**src/rtl/alu_issue_ctrl_if.sv**
```systemverilog
`default_nettype none
// ============================================================================
//  Module      : alu_issue_ctrl_if
//  Description : Signal bundle between the issue controller, its instruction
//                source, the ALU, and status/debug observers.
//  Revision    : 1.0  initial release
// ============================================================================
interface alu_issue_ctrl_if #(
    parameter int CNT_W = 16
);
    logic             instr_valid;
    logic [31:0]      instr;
    logic             instr_ready;
    logic [31:0]      alu_src;
    logic [31:0]      alu_src2;
    logic [3:0]       alu_opcode;
    logic [31:0]      alu_result;
    logic             done;
    logic             err;
    logic [CNT_W-1:0] retire_cnt;
    logic [2:0]       dbg_addr;
    logic [31:0]      dbg_data;

    // Instruction source / ALU / observer side
    modport master (
        output instr_valid, instr, alu_result, dbg_addr,
        input  instr_ready, alu_src, alu_src2, alu_opcode,
               done, err, retire_cnt, dbg_data
    );

    // Issue controller side
    modport slave (
        input  instr_valid, instr, alu_result, dbg_addr,
        output instr_ready, alu_src, alu_src2, alu_opcode,
               done, err, retire_cnt, dbg_data
    );
endinterface
`default_nettype wire

```
**src/rtl/alu_issue_ctrl.sv**
```systemverilog
`default_nettype none
// ============================================================================
//  Module      : alu_issue_ctrl
//  Description : Issue/writeback sequencer for a one-cycle-latency 32-bit ALU.
//                Accepts instruction words, reads operands from an internal
//                register file, issues to the ALU and writes results back.
//  Revision    : 1.0  initial release
// ============================================================================
module alu_issue_ctrl #(
    parameter int NREGS = 8,
    parameter int CNT_W = 16
) (
    input  wire logic         clk,
    input  wire logic         RST,
    alu_issue_ctrl_if.slave   bus_io
);

    localparam logic [3:0] OP_NOP   = 4'b0000;
    localparam logic [3:0] OP_LOADI = 4'b0001;

    typedef enum logic [1:0] {
        S_IDLE  = 2'd0,
        S_ISSUE = 2'd1,
        S_WB    = 2'd2
    } state_t;

    state_t           state_q;
    logic [31:0]      regs_q [NREGS];
    logic [31:0]      alu_src_q;
    logic [31:0]      alu_src2_q;
    logic [3:0]       alu_opcode_q;
    logic [2:0]       wb_rd_q;
    logic             done_q;
    logic             err_q;
    logic [CNT_W-1:0] retire_cnt_q;

    logic [3:0]  dec_op;
    logic [2:0]  dec_rd;
    logic [2:0]  dec_rs1;
    logic [2:0]  dec_rs2;
    logic [15:0] dec_imm;
    logic        dec_is_alu;
    logic        dec_is_nop;
    logic        dec_is_loadi;
    logic [31:0] rd_op1;
    logic [31:0] rd_op2;
    logic        unused_instr_bits;

    // Field extraction, opcode classification and r0-aware operand reads
    always_comb begin
        dec_op       = bus_io.instr[31:28];
        dec_rd       = bus_io.instr[27:25];
        dec_rs1      = bus_io.instr[24:22];
        dec_rs2      = bus_io.instr[21:19];
        dec_imm      = bus_io.instr[15:0];
        dec_is_nop   = (dec_op == OP_NOP);
        dec_is_loadi = (dec_op == OP_LOADI);
        dec_is_alu   = (dec_op >= 4'b0111) && (dec_op <= 4'b1101);
        rd_op1       = (dec_rs1 == 3'd0) ? 32'h0 : regs_q[dec_rs1];
        rd_op2       = (dec_rs2 == 3'd0) ? 32'h0 : regs_q[dec_rs2];
    end

    assign unused_instr_bits = ^bus_io.instr[18:16];

    // Sequencer: accept in IDLE, hold one ISSUE cycle for the ALU, write back in WB
    always_ff @(posedge clk) begin
        if (!RST) begin
            state_q      <= S_IDLE;
            for (int i = 0; i < NREGS; i++) regs_q[i] <= '0;
            alu_src_q    <= '0;
            alu_src2_q   <= '0;
            alu_opcode_q <= '0;
            wb_rd_q      <= '0;
            done_q       <= 1'b0;
            err_q        <= 1'b0;
            retire_cnt_q <= '0;
        end else begin
            done_q <= 1'b0;
            err_q  <= 1'b0;
            case (state_q)
                S_IDLE: begin
                    if (bus_io.instr_valid) begin
                        if (dec_is_alu) begin
                            alu_src_q    <= rd_op1;
                            alu_src2_q   <= rd_op2;
                            alu_opcode_q <= dec_op;
                            wb_rd_q      <= dec_rd;
                            state_q      <= S_ISSUE;
                        end else begin
                            // NOP, LOADI and illegal codes all retire immediately
                            done_q       <= 1'b1;
                            retire_cnt_q <= retire_cnt_q + CNT_W'(1);
                            if (dec_is_loadi && (dec_rd != 3'd0))
                                regs_q[dec_rd] <= {16'h0000, dec_imm};
                            if (!dec_is_nop && !dec_is_loadi)
                                err_q <= 1'b1;
                        end
                    end
                end
                S_ISSUE: begin
                    // ALU captures operands at this edge; drop opcode so it holds
                    alu_opcode_q <= OP_NOP;
                    state_q      <= S_WB;
                end
                S_WB: begin
                    if (wb_rd_q != 3'd0)
                        regs_q[wb_rd_q] <= bus_io.alu_result;
                    done_q       <= 1'b1;
                    retire_cnt_q <= retire_cnt_q + CNT_W'(1);
                    state_q      <= S_IDLE;
                end
                default: begin
                    alu_opcode_q <= OP_NOP;
                    state_q      <= S_IDLE;
                end
            endcase
        end
    end

    assign bus_io.instr_ready = (state_q == S_IDLE);
    assign bus_io.alu_src     = alu_src_q;
    assign bus_io.alu_src2    = alu_src2_q;
    assign bus_io.alu_opcode  = alu_opcode_q;
    assign bus_io.done        = done_q;
    assign bus_io.err         = err_q;
    assign bus_io.retire_cnt  = retire_cnt_q;
    assign bus_io.dbg_data    = (bus_io.dbg_addr == 3'd0) ? 32'h0 : regs_q[bus_io.dbg_addr];

endmodule
`default_nettype wire

```
**src/flat_wrapper.sv**
```systemverilog
// flat-port wrapper written by rule: the top's interface ports become plain ports
module alu_issue_ctrl_flat 
#(
    parameter int NREGS = 8,
    parameter int CNT_W = 16
)
  (clk, RST, bus_io_instr_valid, bus_io_instr, bus_io_alu_result, bus_io_dbg_addr, bus_io_instr_ready, bus_io_alu_src, bus_io_alu_src2, bus_io_alu_opcode, bus_io_done, bus_io_err, bus_io_retire_cnt, bus_io_dbg_data);
  alu_issue_ctrl_if #(.CNT_W(CNT_W)) bus_io_i ();
  input  wire logic clk;
  input  wire logic RST;
  input wire logic [$bits(bus_io_i.instr_valid)-1:0] bus_io_instr_valid;
  input wire logic [$bits(bus_io_i.instr)-1:0] bus_io_instr;
  input wire logic [$bits(bus_io_i.alu_result)-1:0] bus_io_alu_result;
  input wire logic [$bits(bus_io_i.dbg_addr)-1:0] bus_io_dbg_addr;
  output wire logic [$bits(bus_io_i.instr_ready)-1:0] bus_io_instr_ready;
  output wire logic [$bits(bus_io_i.alu_src)-1:0] bus_io_alu_src;
  output wire logic [$bits(bus_io_i.alu_src2)-1:0] bus_io_alu_src2;
  output wire logic [$bits(bus_io_i.alu_opcode)-1:0] bus_io_alu_opcode;
  output wire logic [$bits(bus_io_i.done)-1:0] bus_io_done;
  output wire logic [$bits(bus_io_i.err)-1:0] bus_io_err;
  output wire logic [$bits(bus_io_i.retire_cnt)-1:0] bus_io_retire_cnt;
  output wire logic [$bits(bus_io_i.dbg_data)-1:0] bus_io_dbg_data;
  assign bus_io_i.instr_valid = bus_io_instr_valid;
  assign bus_io_i.instr = bus_io_instr;
  assign bus_io_i.alu_result = bus_io_alu_result;
  assign bus_io_i.dbg_addr = bus_io_dbg_addr;
  assign bus_io_instr_ready = bus_io_i.instr_ready;
  assign bus_io_alu_src = bus_io_i.alu_src;
  assign bus_io_alu_src2 = bus_io_i.alu_src2;
  assign bus_io_alu_opcode = bus_io_i.alu_opcode;
  assign bus_io_done = bus_io_i.done;
  assign bus_io_err = bus_io_i.err;
  assign bus_io_retire_cnt = bus_io_i.retire_cnt;
  assign bus_io_dbg_data = bus_io_i.dbg_data;
  alu_issue_ctrl #(.NREGS(NREGS), .CNT_W(CNT_W)) u_core (.clk(clk), .RST(RST), .bus_io(bus_io_i));
endmodule
```
**config.mk**
```make
export PLATFORM = sky130hd
export DESIGN_NAME = alu_issue_ctrl_flat
export DESIGN_NICKNAME = d
export VERILOG_FILES = /design/src/rtl/alu_issue_ctrl_if.sv /design/src/rtl/alu_issue_ctrl.sv /design/src/flat_wrapper.sv
export SDC_FILE = /design/constraint.sdc
export NUM_CORES = 1
export LEC_CHECK = 0
export CAP_MARGIN = 30
export CORE_ASPECT_RATIO = 0.8
export CORE_MARGIN = 1.5
export CORE_UTILIZATION = 57
export DETAILED_ROUTE_END_ITERATION = 10
export PLACE_DENSITY = 0.77
export SYNTH_ARGS = -nofsm -noshare
export SYNTH_HDL_FRONTEND = slang
export SYNTH_SLANG_ARGS = --single-unit
```
**constraint.sdc**
```tcl
create_clock -name clk -period 5.05 [get_ports clk]
set_input_delay 0.505 -clock clk [delete_from_list [all_inputs] [get_ports clk]]
set_output_delay 0.505 -clock clk [all_outputs]
set_load 0.01 [all_outputs]
```
Word-level counts from Yosys, hierarchy flattened

Memory sizes are Yosys's and may differ from the RTL's.
Cells that the tools add are included.

RAM bits: 256
Bits of input ports: 70
Register bits: 91
Memories: 1
Output and inout port bits: 119
Logic and storage cells: 75

Memory list:

| memory        | words | width | read ports | clocked after memory_dff | wr ports | RTL line             | RTL |
|---|---|---|---|---|---|---|---|
| u_core.regs_q | 8     | 32    | 3          | 0                        | 8        | alu_issue_ctrl.sv:28 | `logic [31:0] regs_q [NREGS];` |

Bitwise operators: 4
Muxes and demuxes: 33
Eq/ne operators: 6
Reductions and logical operators: 20
$lt $le $gt $ge: 2
$add $sub $neg: 1

Operators with widths:

| kind                                                  | count |
|---|---|
| 2-to-1 mux 32 bit                                     | 5 |
| OR reduction 32 bit                                   | 2 |
| 2-to-1 mux 16 bit                                     | 2 |
| one-hot mux 16 bit (2 select lines)                   | 1 |
| adder 16 x 1 -> 16 bit, second input constant         | 1 |
| 2-to-1 mux 1 bit                                      | 16 |
| logical NOT 3 bit                                     | 3 |
| AND reduction 3 bit                                   | 3 |
| 2-to-1 mux 4 bit                                      | 2 |
| one-hot mux 4 bit (2 select lines)                    | 1 |
| 2-to-1 mux 3 bit                                      | 2 |
| nonzero test 3 bit                                    | 2 |
| == test 4 x 1 -> 1 bit, second input constant         | 1 |
| >= comparator 4 x 3 -> 1 bit, second input constant   | 1 |
| less-or-equal comparator 4 bit, second input constant | 1 |
| logical NOT 4 bit                                     | 1 |
| 2-to-1 mux 2 bit                                      | 2 |
| != test 2 bit, second input constant                  | 2 |
| inverter 1 bit                                        | 4 |
| one-hot mux 2 bit (2 select lines)                    | 1 |
| OR reduction 4 bit                                    | 1 |
| logical AND 1 bit                                     | 3 |
| == test 2 x 1 -> 1 bit, second input constant         | 1 |
| == test 2 bit, second input constant                  | 1 |
| 6 further kinds                                       | 7 |

Depth between registers and ports, before layout

Gate-level depths: netlist of run 1.

Depth in word-level cells: 11
Depth in mapped cells: 8

Worst setup path after synthesis of run 1

No wires, ideal clock.

Kind: input to register
Start point: in bus_io_instr[30]
End point: mem u_core.regs_q[4][0] (enable)
Data arrival time: 3.884 ns
Path slack: 0.700 ns
Buffers on the path: 0
Data required time: 4.584 ns
Cell stages on the path: 4
Cell sequence: or4b_4 > o32ai_2 > nand3_1 > o21ai_0

RTL lines:

| what        | RTL line             | RTL |
|---|---|---|
| from (decl) | flat_wrapper.sv:12   | `input wire logic [$bits(bus_io_i.instr)-1:0] bus_io_instr;` |
| to (decl)   | alu_issue_ctrl.sv:28 |  |

==> run summary, run 1 <==
The sequential cell area is 8548 um^2, and the post-route clock skew is 0.02095 ns. CTS built an H-tree with a depth of 2. The number of nets handed over by synthesis was 1585.

At the end of the flow the core is filled with cells to 69.82%. In the synthesized netlist the async set-or-reset flop fraction comes to 0%. For the via count of the first global-routing pass, the log shows 13530. The initial antenna violation count came out at 0. In the post-synthesis netlist, the biggest area contributors are sky130_fd_sc_hd__edfxtp_1 (39%), sky130_fd_sc_hd__mux4_2 (13%), sky130_fd_sc_hd__dfxtp_1 (11%).

The overall track demand over capacity in global routing was 33.45%; the mean number of vias per cell was 6.699. The multi-input combinational cells in the finished layout cover a total of 8157 um^2. For this run, the number of Yosys warnings is 0. Among cell families on the critical path, the largest total delay comes from buffers and inverters.

After layout, the worst setup slack is 1.608 ns. The largest family of logic cells by synthesized area was multiplexers. STA classifies the critical path endpoint as a flip-flop.

For this design the top-level I/O count stands at 189. The area growth from synthesis to layout was 19.62%. The library cell used most frequently in the layout, excluding fill and tap cells, is sky130_fd_sc_hd__edfxtp_1.

The placement row count was 56. The horizontal extent of the die came out at 197.5 um. The clock-pin transition on the worst setup and hold timing paths is 0.06 ns, and the final critical-path share of the clock period is 68.15%.

The cell seen most often among critical-path stages was sky130_fd_sc_hd__buf_4. The final layout contains 1723 nets. Launching element type of the critical path: an input port. TritonCTS created 34 clock buffers. The largest total area in the synthesized netlist belongs to sky130_fd_sc_hd__edfxtp_1.

For the residual DRC count, the log shows 0. The number of synthesized flops with an enable pin is 224, and the remaining max-slew budget at the tightest pin is 28.58%. After Yosys synthesis, XOR and XNOR cells account for 0.05075% of the synthesized area. Each instance of the synthesized netlist takes up on average 11.40 um^2. The share of synthesized area spent on multiplexers is 20.18%. In the layout the commonest cells are sky130_fd_sc_hd__edfxtp_1 (224), sky130_fd_sc_hd__nor2_1 (186), sky130_fd_sc_hd__clkdlybuf4s50_1 (176). The static power due to leakage was 7.410 nW. After synthesis the netlist holds a flip-flop and latch count of 315.

After layout, the design draws a total of 0.006194 W. The count of input and output buffers was 185; the number of buffers inserted for hold repair after clock tree synthesis was 0. The first routing iteration left 1887 violations.

The simple logic cell fraction of the synthesized area is 12.69%, and the number of hold violations in the final report is 0. The filler cells instantiated in the layout total 2121. Summing the sequential cell areas from Yosys gives 49.53% of the chip area. The critical path goes through clkdlybuf4s50_1, buf_4, and4b_1, a211o_1, nand3_1, buf_4, o21ai_4, buf_4.

Most instantiated flip-flop cell in the synthesis netlist: sky130_fd_sc_hd__edfxtp_1. The detailed placer's ending HPWL is 33430 um. The tools report the max-slew violation count as 0.

TritonCTS built the clock tree. The peak ir drop on the vdd network came out at 190.7 uV. Across the run, the number of max-cap violations was 0. The tools report the data arrival time of the worst path as 3.63 ns. The buffer depth of the longest clock path is 3. At the placement stage, the worst setup path has a slack of 1.200 ns.

The flow ran to the end, and the final reports show no timing, DRC or antenna violations. The share of the synthesized area in compound gates (AO/OA/AOI/OAI) was 13.64%. The post-route netlist has 19.14% of its cells at a drive strength greater than 1. The time the worst path needs with I/O delays and setup was 3.442 ns. After Yosys synthesis, full adders, half adders and majority gates account for 0.07250% of the synthesized area. Setup repair after global routing left no endpoint under its margin. The tools report the maximum number of pins on one net before global-route repair as 65. The later pin in the worst-skew pair is clocked with a latency of 0.51 ns. The global-route wire length before repair is 79140 um.

Adding up every negative setup slack in the final design gives 0 ns. The combined buffer and inverter count along the critical path was 4. At the end of routability-driven placement, the weighted congestion stood at 0.8836.

The initial core utilization was 58.37%; the maximum fanout along the worst path was 22. Type of the worst setup path: in -> reg. The post-CTS setup repair buffer count was 0.

The count of instances resized after the clock tree is built was 0. The synthesized design devotes to its leading area cell type 38.97% of total area. The worst hold path stage count was 1; the worst endpoint required time was 5.24 ns. In this run the vertical extent of the chip is 158.6 um.

The total number of vias is 13950, and the final-report setup violation count is 0. The critical path crosses 8 cells after its start point. In this run the worst hold path is classified as reg -> reg.

In the final routed layout, each cell accounts on average for 25.17 um. The distinct cell type count after synthesis was 57; the number of nets still failing antenna checks after routing was 0. Summed over all layers, the routed wires come to 52430 um. The slew at the pin with the worst max-slew slack was 1.070 ns. The slowest stage cell on the critical path is sky130_fd_sc_hd__and4b_1. The repair_antennas step left the layout with diodes totalling 0.

Counting cells, the worst reg-to-reg path comes to 6. For this run the aggregate overflow at the end of global routing stands at 0. In this run the power density over the cells is 300.0 nW/um^2.

The tools report the master cell of the clock root buffer as sky130_fd_sc_hd__clkbuf_16. The maximum frequency from static timing analysis was 0.2906 GHz; the area of the core region was 29570 um^2. Synthesized cell area: 17260 um^2.

The logs give 1514 for the instance count of the mapped netlist and 5 for the detailed-routing iteration count for the pre-antenna-repair pass. The die covers 31340 um^2. The sink count of the clock tree is 315, and the highest cell delay on the worst timing path is 0.96 ns.
## cells by family (layout without fill, tap and decap cells)
kind of cell | after synthesis | after routing
AND/OR/NAND/NOR | 471 | 471
buffers and inverters | 167 | 330
XOR/XNOR | 1 | 1
adder cells (fa/ha/maj) | 1 | 1
AO/OA/AOI/OAI | 343 | 343
flip-flops | 315 | 315
multiplexers | 216 | 216
## cells in the mapped netlist, types with 2 or more instances
cell	number
sky130_fd_sc_hd__a22oi_1	62
sky130_fd_sc_hd__and3_1	20
sky130_fd_sc_hd__o21ai_0	81
sky130_fd_sc_hd__a211o_1	2
sky130_fd_sc_hd__clkbuf_1	95
sky130_fd_sc_hd__nand4_1	4
sky130_fd_sc_hd__or3_1	7
sky130_fd_sc_hd__nand3_1	12
sky130_fd_sc_hd__and3b_1	3
sky130_fd_sc_hd__a22o_1	64
sky130_fd_sc_hd__or4_1	9
sky130_fd_sc_hd__nor2_1	188
sky130_fd_sc_hd__inv_1	37
sky130_fd_sc_hd__a31oi_1	17
sky130_fd_sc_hd__dfxtp_1	91
sky130_fd_sc_hd__and4_1	2
sky130_fd_sc_hd__nand2_1	144
sky130_fd_sc_hd__mux2_2	96
sky130_fd_sc_hd__and2b_1	20
sky130_fd_sc_hd__nor3_1	4
sky130_fd_sc_hd__mux4_2	96
sky130_fd_sc_hd__nor2b_1	46
sky130_fd_sc_hd__o31ai_1	9
sky130_fd_sc_hd__o21ai_1	2
sky130_fd_sc_hd__buf_2	18
sky130_fd_sc_hd__edfxtp_1	224
sky130_fd_sc_hd__buf_1	14
sky130_fd_sc_hd__a21oi_1	64
sky130_fd_sc_hd__nand4b_1	2
sky130_fd_sc_hd__a221oi_1	31
sky130_fd_sc_hd__mux2i_1	24
## path summary, 6_finish.rpt
check	from	slack [ns]	end
worst max-delay path	RST	1.61	u_core.regs_q[6][25]
worst min-delay path	u_core.bus_io.alu_src[19]	0.48	u_core.bus_io.alu_src[19]
worst max register to register	u_core.state_q[1]	1.71	u_core.regs_q[2][4]
worst min register to register	u_core.bus_io.alu_src[19]	0.48	u_core.bus_io.alu_src[19]
## final cells by class
cell class                      count  share of cell area (%)
Sequential cell                   315                   41.41
Timing Repair Buffer              232                   10.74
Multi-Input combinational cell   1032                   39.51
Clock buffer                       49                   4.758
Tap cell                          406                   2.461
Clock inverter                     12                  0.4545
Inverter                           37                  0.6727
## flip-flops by register name, indices dropped and copies added (netlist names)
name and flops:
u_core.bus_io.alu_src2 32, u_core.bus_io.alu_src 32, u_core.bus_io.done 1, u_core.regs_q 224, u_core.bus_io.err 1, u_core.wb_rd_q 3, u_core.bus_io.alu_opcode 4, u_core.bus_io.retire_cnt 16
u_core.state_q 2
## per-stage QoR
step           area (um^2)  hold slack, ns  cells
2_1_floorplan        17260          0.4959   1514
3_3_place_gp         19550          0.4591   2021
3_5_place_dp         19570          0.4642   2022
4_1_cts              20640          0.4798   2083
5_1_grt              20640          0.4881   2083
6_report             20640          0.4775   2083
## per-layer routing
layer  wire [um]  vias to the layer above  GRT usage (%)
met5           0                        -              0
met1       20310                     6753          45.44
met4        1840                        0          13.78
met3        6298                      154          6.503
met2       23990                     1016          53.27
li1            -                     6031              -
## report_power, final
part           leakage (nW)  internal [W]  switching, W
Clock                 0.525       0.00141       0.00102
Sequential             3.05       0.00285     0.0000739
Combinational          3.83      0.000379      0.000461
Total                  7.41       0.00464       0.00156
Power figures use the tool's default switching activity.
==> inputs of run 2 (changes only) <==
==> constraint.sdc (replaced) <==
create_clock -name clk -period 3.27 [get_ports clk]
set_input_delay 0.327 -clock clk [delete_from_list [all_inputs] [get_ports clk]]
set_output_delay 0.327 -clock clk [all_outputs]
set_load 0.01 [all_outputs]
==> run 2 against run 1 <==
Against the previous run:
- register-to-register slack worse by 0.97 ns
- clock power up 66%
- final area up 1.6%
- highest routed layer is now met5
- via count up 0.66%
==> run summary, run 2 (same netlist as run 1, synthesis figures left out) <==
The master cell of the clock root buffer is sky130_fd_sc_hd__clkbuf_16. Launching element type of the critical path: an input port. The worst hold path terminates at u_core.bus_io.alu_src[7].

The run gives 30.47% (+1.9 points) as the remaining max-slew budget at the tightest pin. The logs give 0 (unchanged) for the number of buffers inserted for hold repair after clock tree synthesis and 0 (unchanged) for the remaining global-route overflow. Overall track demand over capacity in global routing: 33.88% (+0.43 points). The initial antenna violation count was 1 (+1); the number of cell instances on the worst register-to-register path was 5 (-1).

The detailed-routing iteration count for the pre-antenna-repair pass came out at 6 (+1). Area of the core region: 29570 um^2 (unchanged). The logs give 7.592 nW (+2.5%) for the static power due to leakage and 0 (unchanged) for the post-CTS setup repair buffer count. The worst endpoint required time is 2.94 ns (-2.30 ns). The mean number of vias per cell is 6.682 (-0.25%), and the register-to-register setup slack is 0.74 ns (-0.97 ns). The time the worst path needs with I/O delays and setup works out to 2.658 ns. The count of boundary I/O pins was 189 (unchanged); the slew at the pin with the worst max-slew slack was 1.043 ns (-0.02754 ns). The data arrival time of the worst path is 2.33 ns (-1.30 ns). Launch instance of the worst min-delay path: bus_io_instr[23]. The count of input and output buffers is 185 (unchanged), and the sink count of the clock tree is 315 (unchanged). The post-detailed-route wirelength per cell is 24.76 um (-1.7%), and the number of nets still failing antenna checks after routing is 0 (unchanged). The most critical setup path has its startpoint at bus_io_dbg_addr[1]. The logs give 33410 um (about the same) for the detailed placer's ending HPWL and 14070 (+4.1%) for the via count of the first global-routing pass. The run gives 0.53 ns (+0.02 ns) as the clock insertion delay at the later pin of the skew report. The critical path in this run is classified as in -> out.

Final critical-path share of the clock period: 81.28%. The filler-free cell count of the finished design is 2102 (+0.91%), and the worst hold path stage count is 4 (+3). The count of antenna diodes in the layout was 0 (unchanged); the sequential cell area was 8548 um^2 (unchanged).

CTS H-tree depth: 2 (unchanged). TritonCTS built the clock tree. The startpoint identified for the worst register-to-register timing path is u_core.state_q[0].

The number of hold violations in the final report is 0 (unchanged). Clock-pin transition on the worst setup and hold timing paths: 0.06 ns (about the same). The logs give 70.91% (+1.1 points) for the utilization of the core after routing and 0 (unchanged) for the max-capacitance violation count. The multi-input combinational cell area is 8149 um^2 (about the same).

The global-route wire length before repair came out at 80350 um (+1.5%). For the number of fill cells, the log shows 2079 (-2.0%). The clock buffer count from CTS was 34 (unchanged); the max-slew violation count was 0 (unchanged).

Count of instances resized after the clock tree is built: 0 (unchanged). For the full die area, the log shows 31340 um^2 (unchanged). The share of layout cells above drive strength 1 is 20.17% (+1.0 points), and the total instance count after detailed placement is 2041 (+0.94%). The endpoint identified for the worst register-to-register timing path is u_core.regs_q[3][15]. The area growth from synthesis to layout is 21.48%.

Leading cell type in the layout, fill and taps excluded: sky130_fd_sc_hd__edfxtp_1. The maximum number of pins on one net before global-route repair is 61 (-6.2%). Violation count after the first detailed-route iteration: 1643 (-13%).

For the placement row count, the log shows 56 (unchanged). The run finished with clean final reports. Final-report setup violation count: 0 (unchanged). The peak ir drop on the vdd network is 323.8 uV (+70%), and the buffer depth of the longest clock path is 3 (unchanged).

The tools report the total number of vias as 14050 (+0.66%). The tools report the initial core utilization as 58.37% (unchanged). More flip-flops sit in one register than any other, and that register is u_core.regs_q.

The logs give 0 (unchanged) for the residual DRC count and 0.8778 (-0.66%) for the final weighted congestion in routability-driven placement. The tools report the aggregate routed wire length as 52040 um (-0.75%). In the layout the commonest cells are sky130_fd_sc_hd__edfxtp_1 (224), sky130_fd_sc_hd__nor2_1 (186), sky130_fd_sc_hd__clkdlybuf4s50_1 (176). Setup repair after global routing left no endpoint under its margin. The final setup TNS was 0 ns (unchanged); the maximum frequency from static timing analysis was 0.3763 GHz. The horizontal extent of the die is 197.5 um (unchanged), and the post-route clock skew is 0.01873 ns (-0.002227 ns). The tools report the number of nets at the end of the flow as 1742 (+1.1%). STA classifies the critical path endpoint as an output port. The number of flip-flops in the largest register came out at 224 (unchanged). The worst hold path belongs to the class in -> reg. The total power divided by cell area is 471.3 nW/um^2 (+57%), and the y dimension of the die is 158.6 um (unchanged). Maximum fanout along the worst path: 28 (+27%).
## run 2: cell types whose count changed in the layout (fill, tap and decap cells not counted), sizes merged
cell	previous run	this run
clkinvlp	2	0
clkinv	8	6
clkbuf	49	50
bufinv	1	4
buf	56	75
## run 2: routing by layer
metal / share of wire (%) / vias to the layer above / GRT usage, %
met1: 38 / 6843 / 45.35
met2: 46 / 991 / 53.27
met3: 13 / 148 / 8.833
met5: 0.023 / - / 0
li1: - / 6062 / -
met4: 3.3 / 2 / 13.34
## run 2: stage by stage
stage               hold WS [ns]  worst slack [ns]  total power [W]  cell area [um^2]
floorplan                 0.4630          -0.04504         0.005309             17260
global placement          0.4602            0.2862         0.005859             19800
detailed placement        0.4645            0.2412         0.005891             19800
CTS                       0.3680            0.6809         0.009859             20970
global route              0.3720            0.5350          0.01013             20970
finish                    0.3751            0.6122         0.009881             20970
## run 2: worst max-delay path, cell delays in order
cell	delay, ns
sky130_fd_sc_hd__buf_2	0.15
sky130_fd_sc_hd__buf_4	0.41
sky130_fd_sc_hd__mux2_2	0.40
sky130_fd_sc_hd__a221oi_1	0.26
sky130_fd_sc_hd__a21oi_1	0.18
sky130_fd_sc_hd__clkdlybuf4s50_1	0.58
## run 2: worst max path at each step
stage / to / cells past startpoint
floorplan: u_core.regs_q[5][0] / 4
global placement: u_core.regs_q[3][28] / 6
detailed placement: u_core.regs_q[3][25] / 6
CTS: bus_io_dbg_data[19] / 6
global route: bus_io_dbg_data[31] / 6
finish: bus_io_dbg_data[15] / 6
## run 2: layout make-up
type	instances	share of cell area (%)
flip-flops and latches	315	40.77
multi-input cells	1032	38.87
repair buffers	251	11.73
clock buffers	50	4.786
well taps	406	2.423
clock inverters	11	0.7579
inverters	37	0.6624
## run 2: power by group
| group | internal (W) | switching (W) | leakage (nW) |
|---|---|---|---|
| sequential | 0.00440 | 0.000113 | 3.05 |
| combinational | 0.000612 | 0.000714 | 3.97 |
| clock | 0.00245 | 0.00159 | 0.575 |
==> inputs of run 3 (changes only) <==
==> constraint.sdc (replaced) <==
create_clock -name clk -period 2.5 [get_ports clk]
set_input_delay 0.25 -clock clk [delete_from_list [all_inputs] [get_ports clk]]
set_output_delay 0.25 -clock clk [all_outputs]
set_load 0.01 [all_outputs]
==> run 3 against run 2 <==
Against the previous run:
- count of clock-buffer cells in the layout up 2
- clock skew is 0.0050 ns lower
- power grew 28%
- setup slack lost 0.60 ns
- global-route usage about the same
- first-iteration DRC count fell by 3.8%
- combinational power up 38%
- wire length rose by 0.82%
- largest cell class unchanged
- largest power group unchanged
==> run summary, run 3 (same netlist as run 1, synthesis figures left out) <==
Standard cell area after detailed placement: 20400 um^2 (+3.0%). The worst setup path is launched from a flip-flop. Setup repair after global routing left no endpoint under its margin.

The clock insertion delay at the later pin of the skew report is 0.53 ns (about the same). The final hold slack was 0.4378 ns (+0.06261 ns); the global-route wire length before repair was 80210 um (-0.17%). The worst endpoint required time was 2.25 ns (-0.69 ns). The run gives 21480 um^2 (+2.4%) as the cell area after layout.

The run gives 5 (-1) as the detailed-routing iteration count for the pre-antenna-repair pass. The y dimension of the die is 158.6 um (unchanged). End point of the most critical hold path: u_core.wb_rd_q[2].

Total power divided by cell area: 587.3 nW/um^2 (+25%). The worst path in the final design needs a cycle of 2.491 ns, including I/O delays and setup. The number of flip-flops in the largest register was 224 (unchanged). The area of the core region came out at 29570 um^2 (unchanged). The tools report the type of element capturing the critical path as an output port.

The critical path goes through mux4_2, nand2_1, o21ai_0, clkdlybuf4s50_1. Max-slew violation count: 0 (unchanged). The count of input and output buffers is 185 (unchanged), and the overall track demand over capacity in global routing is 33.93% (+0.048 points). The full die area is 31340 um^2 (unchanged), and the remaining global-route overflow is 0 (unchanged). Share of layout cells above drive strength 1: 21.84% (+1.7 points). Number of nets at the end of the flow: 1786 (+2.5%). TritonCTS built the clock tree. The tools report the number of hold violations in the final report as 0 (unchanged). The final-report setup violation count was 0 (unchanged). The horizontal extent of the die was 197.5 um (unchanged); the clock-pin transition on the worst setup and hold timing paths was 0.06 ns (about the same). In this run the most critical hold path is launched from bus_io_instr[27].

The logs give 1580 (-3.8%) for the violation count after the first detailed-route iteration and 189 (unchanged) for the count of boundary I/O pins. The slew at the pin with the worst max-slew slack is 0.6460 ns (-0.3969 ns). Highest cell delay on the worst timing path: 0.55 ns (-0.03 ns).

The worst hold path stage count came out at 3 (-1). For the remaining max-slew budget at the tightest pin, the log shows 56.77% (+26 points). The final critical-path share of the clock period came out at 99.63%. The residual DRC count is 0 (unchanged), and the combinational cell fraction of total power is 14.5% (+1.1 points).

The static power due to leakage came out at 7.854 nW (+3.4%). The logs give 2 (unchanged) for the CTS H-tree depth and 35 (+2.9%) for the clock buffer count from CTS. The mean number of vias per cell was 6.624 (-0.86%); the number of buffers inserted for hold repair after clock tree synthesis was 0 (unchanged). The via count of the first global-routing pass was 13950 (-0.89%). The run finished with clean final reports. The aggregate routed wire length came out at 52470 um (+0.82%). Capturing point of the worst reg2reg path: u_core.regs_q[2][6]. The maximum fanout along the worst path is 3 (-89%), and the initial core utilization is 58.37% (unchanged). Clock tree synthesis selected as its root buffer the cell sky130_fd_sc_hd__clkbuf_16. Post-route clock skew: 0.01376 ns (-0.004968 ns). Register with the highest flop count: u_core.regs_q.

Maximum frequency from static timing analysis: 0.4015 GHz. Leaving out fill and tap cells, the most frequent cells in the layout are sky130_fd_sc_hd__edfxtp_1 (224), sky130_fd_sc_hd__nor2_1 (186), sky130_fd_sc_hd__clkdlybuf4s50_1 (175). The logs give 1 (unchanged) for the initial antenna violation count and 0 (unchanged) for the count of antenna diodes in the layout.

The worst hold path belongs to the class in -> reg. The tools report the startpoint of the lowest-slack register-to-register path as u_core.wb_rd_q[0]. The sink count of the clock tree was 315 (unchanged); the post-detailed-route wirelength per cell was 24.45 um (-1.2%). Among all stages on the critical path, the largest delay is contributed by sky130_fd_sc_hd__clkdlybuf4s50_1.

The clock share of power came out at 38.7% (-2.2 points). The tools report the placement row count as 56 (unchanged). For the total number of vias, the log shows 14220 (+1.2%). The run gives 0.003149 W (+30%) as the net switching power. The detailed placer's ending HPWL is 35590 um (+6.5%).

The register-to-register setup slack was 0.25 ns (-0.49 ns); the internal power summed over all cells was 0.009466 W (+27%). The number of cell instances on the worst register-to-register path was 7 (+2). The maximum number of pins on one net before global-route repair came out at 65 (+6.6%).

The logs give 0 (unchanged) for the max-capacitance violation count and 0.8839 (+0.69%) for the final weighted congestion in routability-driven placement. The library cell used most frequently in the layout, excluding fill and tap cells, is sky130_fd_sc_hd__edfxtp_1. The data arrival time of the worst path came out at 2.24 ns (-0.09 ns).

The tools report the number of nets still failing antenna checks after routing as 0 (unchanged). The area growth from synthesis to layout came out at 24.45%. The buffer depth of the longest clock path is 3 (unchanged). The peak ir drop on the vdd network is 490.5 uV (+51%), and the post-CTS setup repair buffer count is 0 (unchanged). The setup path with the least slack is of type reg -> out. The register share of total power is 46.8% (+1.1 points), and the switching part of the total is 24.97% (+0.48 points).
run 3: changes by cell type in the layout (fill, tap and decap cells not counted), moves of 2 or more:
cell | previous run | this run
sky130_fd_sc_hd__buf_12 | 12 | 34
sky130_fd_sc_hd__clkbuf_1 | 9 | 12
sky130_fd_sc_hd__clkbuf_16 | 36 | 38
sky130_fd_sc_hd__clkbuf_8 | 5 | 2
sky130_fd_sc_hd__bufinv_16 | 4 | 0
sky130_fd_sc_hd__buf_4 | 57 | 78
sky130_fd_sc_hd__clkinv_1 | 0 | 4
run 3: worst max-delay path by stage:
stage / from / end / depth (start not counted)
finish: u_core.regs_q[7][31] / bus_io_dbg_data[31] / 4
global route: u_core.regs_q[4][31] / bus_io_dbg_data[31] / 4
CTS: u_core.regs_q[1][13] / bus_io_dbg_data[13] / 4
detailed placement: bus_io_instr[30] / u_core.regs_q[7][8] / 7
global placement: bus_io_instr[30] / u_core.regs_q[6][25] / 7
floorplan: u_core.state_q[0] / u_core.regs_q[5][0] / 6
run 3: worst max-delay path: cells and delay by family, from the launching register on:
kind | cells | cell delay [ns]
flip-flops | 1 | 0.43
buffers and inverters | 1 | 0.55
multiplexers | 1 | 0.49
AO/OA/AOI/OAI | 1 | 0.18
AND/OR/NAND/NOR | 1 | 0.07
run 3: power groups by stage:
stage	clock [W]	sequential, W	combinational, W
5_1_grt	0.00510	0.00592	0.00193
4_1_cts	0.00491	0.00590	0.00181
3_5_place_dp	0	0.00600	0.00180
3_3_place_gp	0	0.00599	0.00177
2_1_floorplan	0	0.00597	0.000973
6_report	0.00488	0.00591	0.00183
run 3: per-stage QoR:
stage / setup slack (ns) / instances / util, % / setup TNS, ns / total power (W)
final: 0.009257 / 2146 / 72.64 / 0 / 0.01262
after global routing: 0.006852 / 2146 / 72.64 / 0 / 0.01295
after CTS: 0.008340 / 2146 / 72.63 / 0 / 0.01262
after detailed placement: -0.1884 / 2084 / 69.01 / -26.44 / 0.007802
after global placement: -0.1579 / 2084 / 69.01 / -24.49 / 0.007753
after floorplan: -0.2174 / 1514 / - / -25.48 / 0.006945
run 3: per-layer routing:
layer  part of all wire [%]  global-route usage, %  vias up
met5                      0                      0        -
met4                    3.8                  14.94        0
met3                     13                  8.960      144
met2                     46                  52.40     1035
met1                     38                  45.52     6876
li1                       -                      -     6161
run 3: layout make-up:
| type | count | area [um^2] |
|---|---|---|
| tap | 406 | 508.0 |
| sequential | 315 | 8548 |
| inverter | 37 | 138.9 |
| clock inverter | 10 | 48.80 |
| fill | 1996 | 8089 |
| timing repair buffer | 294 | 3060 |
| multi-input combinational | 1032 | 8152 |
| clock buffer | 52 | 1023 |
run 3: what timing repair did:
item                                   in CTS  in global routing
resized for setup                           0                  1
endpoints found under the hold margin       0                  0
setup endpoints to repair                   0                  1
